[config.mk]
export PLATFORM = sky130hd
export DESIGN_NAME = step_ramp_sequencer
export DESIGN_NICKNAME = d
export VERILOG_FILES = /design/src/rtl/step_ramp_sequencer.sv
export SDC_FILE = /design/constraint.sdc
export NUM_CORES = 1
export LEC_CHECK = 0
export ABC_AREA = 1
export CORE_UTILIZATION = 55
export DETAILED_ROUTE_END_ITERATION = 10
export GPL_ROUTABILITY_DRIVEN = 1
export GPL_TIMING_DRIVEN = 0
export PLACE_DENSITY = 0.84
export SLEW_MARGIN = 15
export SYNTH_ARGS = -nofsm -noshare
export SYNTH_HDL_FRONTEND = slang
export SYNTH_SLANG_ARGS = --single-unit
[constraint.sdc]
create_clock -name clk -period 5.49 [get_ports clk]
set_clock_uncertainty 0.1 [all_clocks]
set_input_delay 1.3725 -clock clk [delete_from_list [all_inputs] [get_ports clk]]
set_output_delay 1.3725 -clock clk [all_outputs]
set_load 0.02 [all_outputs]
[src/rtl/step_ramp_sequencer.sv]
// step_ramp_sequencer
// Sequences one stepper move. A period counter produces one step per wrap,
// and the wrap limit is reprogrammed after every step to build an
// accel / cruise / decel (trapezoid or triangle) velocity profile. Each step
// advances a 4-coil full-step drive pattern.
//
// Ports
//   clk, rst            clock; asynchronous active-low reset
//   cmd_valid/cmd_ready move command handshake (see below)
//   cmd_dir             1 = forward (phase index +1), 0 = reverse
//   cmd_steps           number of steps in the move
//   cmd_start_period    slowest period, used at the start and end of the move
//   cmd_min_period      fastest (cruise) period, clamped to cmd_start_period
//   cmd_delta           period change per step while ramping
//   abort               end the current move at the next edge
//   step                one-cycle pulse per issued step
//   dir                 direction latched from the current or last move
//   coils               registered full-step coil pattern
//   busy                high whenever the sequencer is not idle
//   done                one-cycle pulse at the end of a move (normal or abort)
//   steps_left          steps not yet issued
//   state_dbg           current FSM state, for observation only
//
// Handshake: a command transfers on a rising edge where cmd_valid && cmd_ready.
// cmd_ready is high only while idle; commands offered while busy are ignored
// and the cmd_* fields only need to be stable in the transfer cycle.
module step_ramp_sequencer #(
    parameter int CNT_W  = 24,
    parameter int STEP_W = 24
) (
    input  logic              clk,
    input  logic              rst,
    input  logic              cmd_valid,
    output logic              cmd_ready,
    input  logic              cmd_dir,
    input  logic [STEP_W-1:0] cmd_steps,
    input  logic [CNT_W-1:0]  cmd_start_period,
    input  logic [CNT_W-1:0]  cmd_min_period,
    input  logic [CNT_W-1:0]  cmd_delta,
    input  logic              abort,
    output logic              step,
    output logic              dir,
    output logic [3:0]        coils,
    output logic              busy,
    output logic              done,
    output logic [STEP_W-1:0] steps_left,
    output logic [2:0]        state_dbg
);

    typedef enum logic [2:0] {
        S_IDLE   = 3'd0,
        S_ACCEL  = 3'd1,
        S_CRUISE = 3'd2,
        S_DECEL  = 3'd3,
        S_DONE   = 3'd4
    } state_t;

    localparam logic [CNT_W-1:0]  CNT_ONE  = CNT_W'(1);
    localparam logic [STEP_W-1:0] STEP_ONE = STEP_W'(1);

    state_t            state, state_n;
    logic [CNT_W-1:0]  count, count_n;
    logic [CNT_W-1:0]  period, period_n;
    logic [CNT_W-1:0]  start_p, start_n;
    logic [CNT_W-1:0]  min_p, min_n;
    logic [CNT_W-1:0]  delta_q, delta_n;
    logic [STEP_W-1:0] remaining, remaining_n;
    logic [STEP_W-1:0] ramp_cnt, ramp_cnt_n;
    logic [1:0]        phase, phase_n;
    logic              dir_n;
    logic              step_n;
    logic [3:0]        coils_n;

    logic              tick;
    logic [STEP_W-1:0] rem_dec;
    logic [STEP_W-1:0] ramp_inc;
    logic [CNT_W-1:0]  clamp_min;
    logic [CNT_W:0]    period_sum;
    logic [CNT_W:0]    min_plus_delta;
    logic [CNT_W-1:0]  period_inc;
    logic [CNT_W-1:0]  period_dec;

    assign tick     = (count >= period);
    assign rem_dec  = remaining - STEP_ONE;
    assign ramp_inc = ramp_cnt + STEP_ONE;

    // A requested cruise period slower than the start period is meaningless;
    // fall back to a constant-speed move at the start period.
    assign clamp_min = (cmd_min_period > cmd_start_period) ? cmd_start_period
                                                            : cmd_min_period;

    // Both period updates are done one bit wider so a large delta can neither
    // wrap past start_p when slowing down nor underflow below min_p when
    // speeding up.
    assign period_sum     = {1'b0, period} + {1'b0, delta_q};
    assign period_inc     = (period_sum > {1'b0, start_p}) ? start_p
                                                            : period_sum[CNT_W-1:0];
    assign min_plus_delta = {1'b0, min_p} + {1'b0, delta_q};
    assign period_dec     = ({1'b0, period} >= min_plus_delta) ? (period - delta_q)
                                                                : min_p;

    always_comb begin
        state_n     = state;
        count_n     = count;
        period_n    = period;
        start_n     = start_p;
        min_n       = min_p;
        delta_n     = delta_q;
        remaining_n = remaining;
        ramp_cnt_n  = ramp_cnt;
        phase_n     = phase;
        dir_n       = dir;
        step_n      = 1'b0;

        case (state)
            S_IDLE: begin
                if (cmd_valid) begin
                    dir_n       = cmd_dir;
                    remaining_n = cmd_steps;
                    ramp_cnt_n  = '0;
                    count_n     = '0;
                    start_n     = cmd_start_period;
                    min_n       = clamp_min;
                    delta_n     = cmd_delta;
                    period_n    = cmd_start_period;
                    if (cmd_steps == '0)
                        state_n = S_DONE;
                    else if (cmd_delta == '0 || clamp_min == cmd_start_period)
                        state_n = S_CRUISE;
                    else
                        state_n = S_ACCEL;
                end
            end

            S_ACCEL, S_CRUISE, S_DECEL: begin
                if (abort) begin
                    // Abort wins over a coincident tick: the step is dropped.
                    state_n = S_DONE;
                end else if (tick) begin
                    count_n     = '0;
                    step_n      = 1'b1;
                    phase_n     = dir ? (phase + 2'd1) : (phase - 2'd1);
                    remaining_n = rem_dec;
                    if (rem_dec == '0) begin
                        state_n = S_DONE;
                    end else begin
                        case (state)
                            S_ACCEL: begin
                                // ramp_cnt counts the steps spent speeding up,
                                // which is how many are needed to slow down.
                                ramp_cnt_n = ramp_inc;
                                if (rem_dec <= ramp_inc) begin
                                    state_n = S_DECEL;
                                end else begin
                                    period_n = period_dec;
                                    if (period_dec == min_p)
                                        state_n = S_CRUISE;
                                end
                            end
                            S_CRUISE: begin
                                if (rem_dec <= ramp_cnt) begin
                                    state_n  = S_DECEL;
                                    period_n = period_inc;
                                end
                            end
                            default: begin
                                period_n = period_inc;
                            end
                        endcase
                    end
                end else begin
                    count_n = count + CNT_ONE;
                end
            end

            S_DONE: state_n = S_IDLE;

            default: state_n = S_IDLE;
        endcase
    end

    always_comb begin
        coils_n = 4'b1100;
        case (phase_n)
            2'd0: coils_n = 4'b1100;
            2'd1: coils_n = 4'b0110;
            2'd2: coils_n = 4'b0011;
            2'd3: coils_n = 4'b1001;
            default: coils_n = 4'b1100;
        endcase
    end

    always_ff @(posedge clk or negedge rst) begin
        if (!rst) begin
            state      <= S_IDLE;
            count      <= '0;
            period     <= '0;
            start_p    <= '0;
            min_p      <= '0;
            delta_q    <= '0;
            remaining  <= '0;
            ramp_cnt   <= '0;
            phase      <= 2'd0;
            dir        <= 1'b0;
            step       <= 1'b0;
            coils      <= 4'b1100;
            busy       <= 1'b0;
            done       <= 1'b0;
            cmd_ready  <= 1'b1;
        end else begin
            state      <= state_n;
            count      <= count_n;
            period     <= period_n;
            start_p    <= start_n;
            min_p      <= min_n;
            delta_q    <= delta_n;
            remaining  <= remaining_n;
            ramp_cnt   <= ramp_cnt_n;
            phase      <= phase_n;
            dir        <= dir_n;
            step       <= step_n;
            coils      <= coils_n;
            busy       <= (state_n != S_IDLE);
            done       <= (state_n == S_DONE);
            cmd_ready  <= (state_n == S_IDLE);
        end
    end

    assign steps_left = remaining;
    assign state_dbg  = state;

endmodule

==> summary by stage, run 1 <==
Outcome
The run finished with clean final reports.

Worst setup path
The critical path depth in cells is 20. The depth of the worst register-to-register path is 28. The reg-to-reg startpoint is period[11]$_DFFE_PN0P_. The critical path goes through clkdlybuf4s50_1 > inv_1 > ha_1 > nand2_1 > nor2_1 > nand4_1 > nor4b_2 > nand2_1 > nand2_1 > clkbuf_1 > nand2_1 > o21ai_0 > nor2_1 > nand2_1 > nor2_1 > nand3_1 > a21oi_1 > a21oi_2 > nand2_1 > nor2_1.

STA puts the critical path data required time at between 5000 and 6000 ps. The worst reg2reg path endpoint is period[5]$_DFFE_PN0P_. The startpoint class of the critical path is an input pin. The highest cell delay on the worst timing path is roughly 620 ps.

The worst path arrival time is approximately 5600 ps. The kind of cell adding the most delay to the critical path is simple AND/OR/NAND/NOR gates. The cell that appears most often on the critical path is sky130_fd_sc_hd__nand2_1. The critical setup path kind is input pin to flop.

The buffer and inverter count on the worst path is 3. Along the worst path, the maximum fanout reaches 10. STA classifies the critical path endpoint as a flop. In this run the register-to-register setup slack is roughly 160 ps. The critical path's slowest cell is sky130_fd_sc_hd__nor4b_2.

Cells and area
At the end of the flow, the number of nets in the layout was roughly 3,300. After filler insertion, the fill cell instance count of the layout stands at between 3,000 and 4,000. 0 antenna diodes ended up in the layout. Compared with the post-synthesis result, the final layout area differs by 14.8%. The multi-input combinational cell area is ~12,000 sq um. The register cell area after layout is roughly 4600 sq um. The fraction of layout cells with a size suffix above 1 is between 6 and 7%. At the end of the flow the core is filled with cells to between 60 and 70%.

Placement
The post-DP HPWL is 60,800 um. The number of port buffers is roughly 140. The congestion estimate from routability-driven global placement came to 1.02.

Yosys
The portion of the post-synthesis area used by sequential elements is 24.1%. The synthesized design contains 0 enable-type register cells. Sorting the synthesized cells by area gives the leading types as sky130_fd_sc_hd__dfrtp_1 24%, sky130_fd_sc_hd__ha_1 15%, sky130_fd_sc_hd__nand2_1 15%. After synthesis, the share of flip-flops with an asynchronous set or reset is 100%. The number of unique standard cell types used by synthesis is 60. The library cell with the largest summed area after synthesis is sky130_fd_sc_hd__dfrtp_1. The yosys synthesis warning count is 0. After synthesis the netlist holds a flip-flop and latch count of 182. Synthesis produced a netlist whose cell count is about 2,800. In the synthesized netlist the dominant register cell turns out to be sky130_fd_sc_hd__dfrtp_1. The synthesized netlist net count is between 3,000 and 4,000. The cell area after technology mapping is ~19,000 sq um.

The mean cell area of the mapped netlist is ~6.7 sq um. The area share of the largest cell type after synthesis is a little under a quarter.

Floorplanning
The core region is between 30,000 and 40,000 sq um. The initial cell density of the core is 56.1%. The I/O pin total is about 140.

Measured along the y axis, the die boundary spans approximately 190 um. The die outline area is 35,100 sq um. The width of the die is approximately 190 um. The site row count is 67.

Global routing
In the global route stage, overall resource usage came out at a little over two fifths. Entering global routing, the biggest net connects around 100 pins. The number of global-route vias before repair is between 15,000 and 20,000. The global-route wire length before repair is approximately 110,000 um. The number of antenna violations at the first check in global routing is 1. The total congestion overflow after global routing is 0.

Worst hold path
The sink of the worst hold path is start_p[13]$_DFFE_PN0P_. The worst hold path belongs to the class flop to flop. The worst hold path startpoint is start_p[13]$_DFFE_PN0P_. The worst hold path passes through 2 cells.

Route
The number of vias per cell after detailed routing is between 5 and 6. The count of nets left with antenna violations once routing finished came out at 0. The routed wire length on met2 is ~35,000 um.

The routed layout has ~21,000 vias. The routed wire length on met3 is slightly below 6000 um. In the final routing, the length of wire on met1 measures between 20,000 and 30,000 um. The first routing iteration left approximately 1,800 violations. After detailed routing, the number of remaining DRC violations is 0. After detailed routing, the average wire length per cell comes to 21.4 um.

The length of the first detailed-routing pass in iterations is 7. After detailed routing, the total wire length is 74,200 um. The uppermost metal layer occupied by signal nets is met5.

Power and ir drop
The analysis attributes to net switching a power of about 8.6 mW. The clock network is responsible for under 10% of the overall power. The sequential cell fraction of total power is 16.4%.

Summed over all cells, the static leakage comes to approximately 11 nW. The internal power consumption is between 6 and 7 mW. The total power per unit cell area is 676 nW/um^2. Net switching is 58.5% of the power. The worst vdd rail ir drop is 0.000379 V.

Per report_power, the combinational group accounts for roughly three quarters of the total.

Run
The max-capacitance violation count is 0.

Clocking
The root buffer cell is sky130_fd_sc_hd__clkbuf_16. The clock slew seen by the registers of the worst setup and hold paths is 80 ps. The later pin in the worst-skew pair is clocked with a latency of ~460 ps. The number of buffers on the longest clock path is 2. Counting every sink on the clock net gives 182. The total number of H-tree levels is 4. In this run, CTS created clock tree buffers numbering 17. TritonCTS built the clock tree.

Timing
The total setup violations reported at the end of the flow is 0. The max-slew violation count is 0. Timing would allow up to about 0.19 GHz. The number of failing hold endpoints at the final stage is 0. The worst slew slack as a fraction of its limit is between 40% and 50%. The total negative setup slack is 0 ps. The post-route clock period utilization is between 90 and 100%. Setup repair after global routing left no endpoint under its margin.

The smallest clock period supported by the final layout is computed as approximately 5300 ps. The transition time at the pin with the least slew margin is 842 ps.
==> registers in the layout, indices dropped and copies added (netlist names), 2 cells and up <==
signal,cells
min_p,24
steps_left,24
phase,2
coils,4
state_dbg,3
delta_q,24
count,24
ramp_cnt,24
period,24
start_p,24
==> layer usage <==
layer,GRT usage (%),vias up
li1,-,9608
met1,48.1,9675
met2,71.5,1042
met3,7.20,312
met4,30.2,2
met5,0,-
==> metrics by stage <==
stage | worst slack (ps) | instances | power [mW] | instance area [sq um] | hold slack (ps)
after CTS | 15.9 | 3458 | 14.1 | 21500 | 411
after floorplan | 1170 | 2839 | 9.13 | 18900 | 375
after detailed placement | -543 | 3424 | 12.6 | 20800 | 395
after global placement | -4630 | 3423 | 12.4 | 20800 | 399
after global routing | 15.8 | 3466 | 15.8 | 21700 | 438
final | 141 | 3466 | 14.7 | 21700 | 418
==> tightest hold or removal path, delay by kind of cell (launching register included) <==
| kind | cells | cell delay, ps |
|---|---|---|
| compound gates | 1 | 60 |
| flops | 1 | 370 |
| simple gates | 1 | 60 |
==> cells in the mapped netlist, types with 3 or more instances <==
| cell | instances |
|---|---|
| sky130_fd_sc_hd__nand2_2 | 4 |
| sky130_fd_sc_hd__clkbuf_1 | 46 |
| sky130_fd_sc_hd__o21a_1 | 4 |
| sky130_fd_sc_hd__a21oi_1 | 170 |
| sky130_fd_sc_hd__inv_2 | 12 |
| sky130_fd_sc_hd__nand4_1 | 101 |
| sky130_fd_sc_hd__a21boi_1 | 3 |
| sky130_fd_sc_hd__or2_2 | 7 |
| sky130_fd_sc_hd__nor4_1 | 18 |
| sky130_fd_sc_hd__a21o_1 | 7 |
| sky130_fd_sc_hd__o31ai_1 | 7 |
| sky130_fd_sc_hd__fa_1 | 3 |
| sky130_fd_sc_hd__nor3_1 | 25 |
| sky130_fd_sc_hd__buf_2 | 30 |
| sky130_fd_sc_hd__buf_6 | 9 |
| sky130_fd_sc_hd__inv_1 | 419 |
| sky130_fd_sc_hd__a21oi_2 | 4 |
| sky130_fd_sc_hd__o21bai_1 | 4 |
| sky130_fd_sc_hd__buf_4 | 9 |
| sky130_fd_sc_hd__and3_1 | 5 |
| sky130_fd_sc_hd__a31oi_1 | 22 |
| sky130_fd_sc_hd__o221ai_1 | 4 |
| sky130_fd_sc_hd__nand3b_1 | 6 |
| sky130_fd_sc_hd__dfrtp_1 | 179 |
| sky130_fd_sc_hd__xnor2_1 | 19 |
| sky130_fd_sc_hd__dfstp_2 | 3 |
| sky130_fd_sc_hd__ha_1 | 223 |
| sky130_fd_sc_hd__nand3_1 | 144 |
| sky130_fd_sc_hd__nor2_1 | 231 |
| sky130_fd_sc_hd__o21ai_1 | 18 |
| sky130_fd_sc_hd__a21boi_2 | 21 |
| sky130_fd_sc_hd__nor2_2 | 12 |
| sky130_fd_sc_hd__xor2_1 | 78 |
| sky130_fd_sc_hd__o21ai_0 | 198 |
| sky130_fd_sc_hd__nand4_2 | 3 |
| sky130_fd_sc_hd__nand2_1 | 737 |
| sky130_fd_sc_hd__o211ai_1 | 15 |
| sky130_fd_sc_hd__a211oi_1 | 5 |
| sky130_fd_sc_hd__a21boi_0 | 6 |
==> timing repair <==
action,4_1_cts,5_1_grt
pin swaps,1,7
buffers inserted,2,8
hold endpoints to repair,0,0
hold buffers,0,0
endpoints found under the setup margin,26,28
gates resized for setup,12,45
==> power groups by stage <==
stage / registers, mW / clock network [mW] / logic (mW)
4_1_cts: 2.35 / 1.33 / 10.4
6_report: 2.40 / 1.32 / 10.9
3_3_place_gp: 2.37 / 0 / 10.0
5_1_grt: 2.41 / 1.38 / 12.0
2_1_floorplan: 2.15 / 0 / 6.98
3_5_place_dp: 2.38 / 0 / 10.2
==> cell type report <==
class	instances	area share, %
inverters	433	7.51
repair buffers	147	6.77
clock inverters	12	0.773
flip-flops and latches	182	21.1
multi-input cells	2129	56.9
plain buffers	95	2.38
well taps	448	2.58
clock buffers	20	2.01
==> cell families (layout without fill, tap and decap cells) <==
kind of cell,Yosys count,after routing,share of synthesized area (%)
simple gates,1306,1306,29.8
buf+inv,528,707,11.2
compound gates,499,499,15.2
fa+ha+maj,226,226,15.1
flops,182,182,24.1
xor+xnor,98,98,4.58
==> worst max path at each step <==
| stage | start | endpoint | slack [ps] |
|---|---|---|---|
| final | cmd_start_period[14] | cmd_ready$_DFF_PN1_ | 140 |
| after global routing | cmd_start_period[14] | cmd_ready$_DFF_PN1_ | 20 |
| after CTS | min_p[2]$_DFFE_PN0P_ | cmd_ready$_DFF_PN1_ | 20 |
| after detailed placement | cmd_start_period[14] | cmd_ready$_DFF_PN1_ | -540 |
| after global placement | rst | delta_q[12]$_DFFE_PN0P_ | -4630 |
| after floorplan | min_p[2]$_DFFE_PN0P_ | busy$_DFF_PN0_ | 1170 |
==> placed cells by master (no fill, tap or decap), types with 15 or more instances in the layout <==
cell and instances:
sky130_fd_sc_hd__ha_1 220, sky130_fd_sc_hd__nand4_1 101, sky130_fd_sc_hd__o211ai_1 15, sky130_fd_sc_hd__a21oi_1 164, sky130_fd_sc_hd__o21ai_0 197, sky130_fd_sc_hd__buf_4 21
sky130_fd_sc_hd__o21ai_1 17, sky130_fd_sc_hd__nand2_1 728, sky130_fd_sc_hd__nand3_1 144, sky130_fd_sc_hd__clkbuf_16 17, sky130_fd_sc_hd__xnor2_1 19, sky130_fd_sc_hd__a21boi_2 21
sky130_fd_sc_hd__buf_2 28, sky130_fd_sc_hd__dfrtp_1 172, sky130_fd_sc_hd__inv_1 418, sky130_fd_sc_hd__clkdlybuf4s50_1 135, sky130_fd_sc_hd__nor2_1 227, sky130_fd_sc_hd__a31oi_1 22
sky130_fd_sc_hd__xor2_1 77, sky130_fd_sc_hd__nor2_2 16, sky130_fd_sc_hd__clkbuf_1 46, sky130_fd_sc_hd__nor3_1 25, sky130_fd_sc_hd__nor4_1 17
No activity file was read; power rests on OpenSTA's default activity.
==> run 2, diff against run 1 <==
==> constraint.sdc (replaced) <==
create_clock -name clk -period 5.49 [get_ports clk]
set_clock_uncertainty 0.1 [all_clocks]
set_input_delay 1.3725 -clock clk [delete_from_list [all_inputs] [get_ports clk]]
set_output_delay 1.3725 -clock clk [all_outputs]
set_load 0.05 [all_outputs]
==> results of run 2 <==
Same layout as run 1 (identical final DEF). Status: completed.
Among the figures that moved: total power 14.7 mW -> 14.9 mW; worst IR drop on VDD 0.000379 V -> 0.000465 V
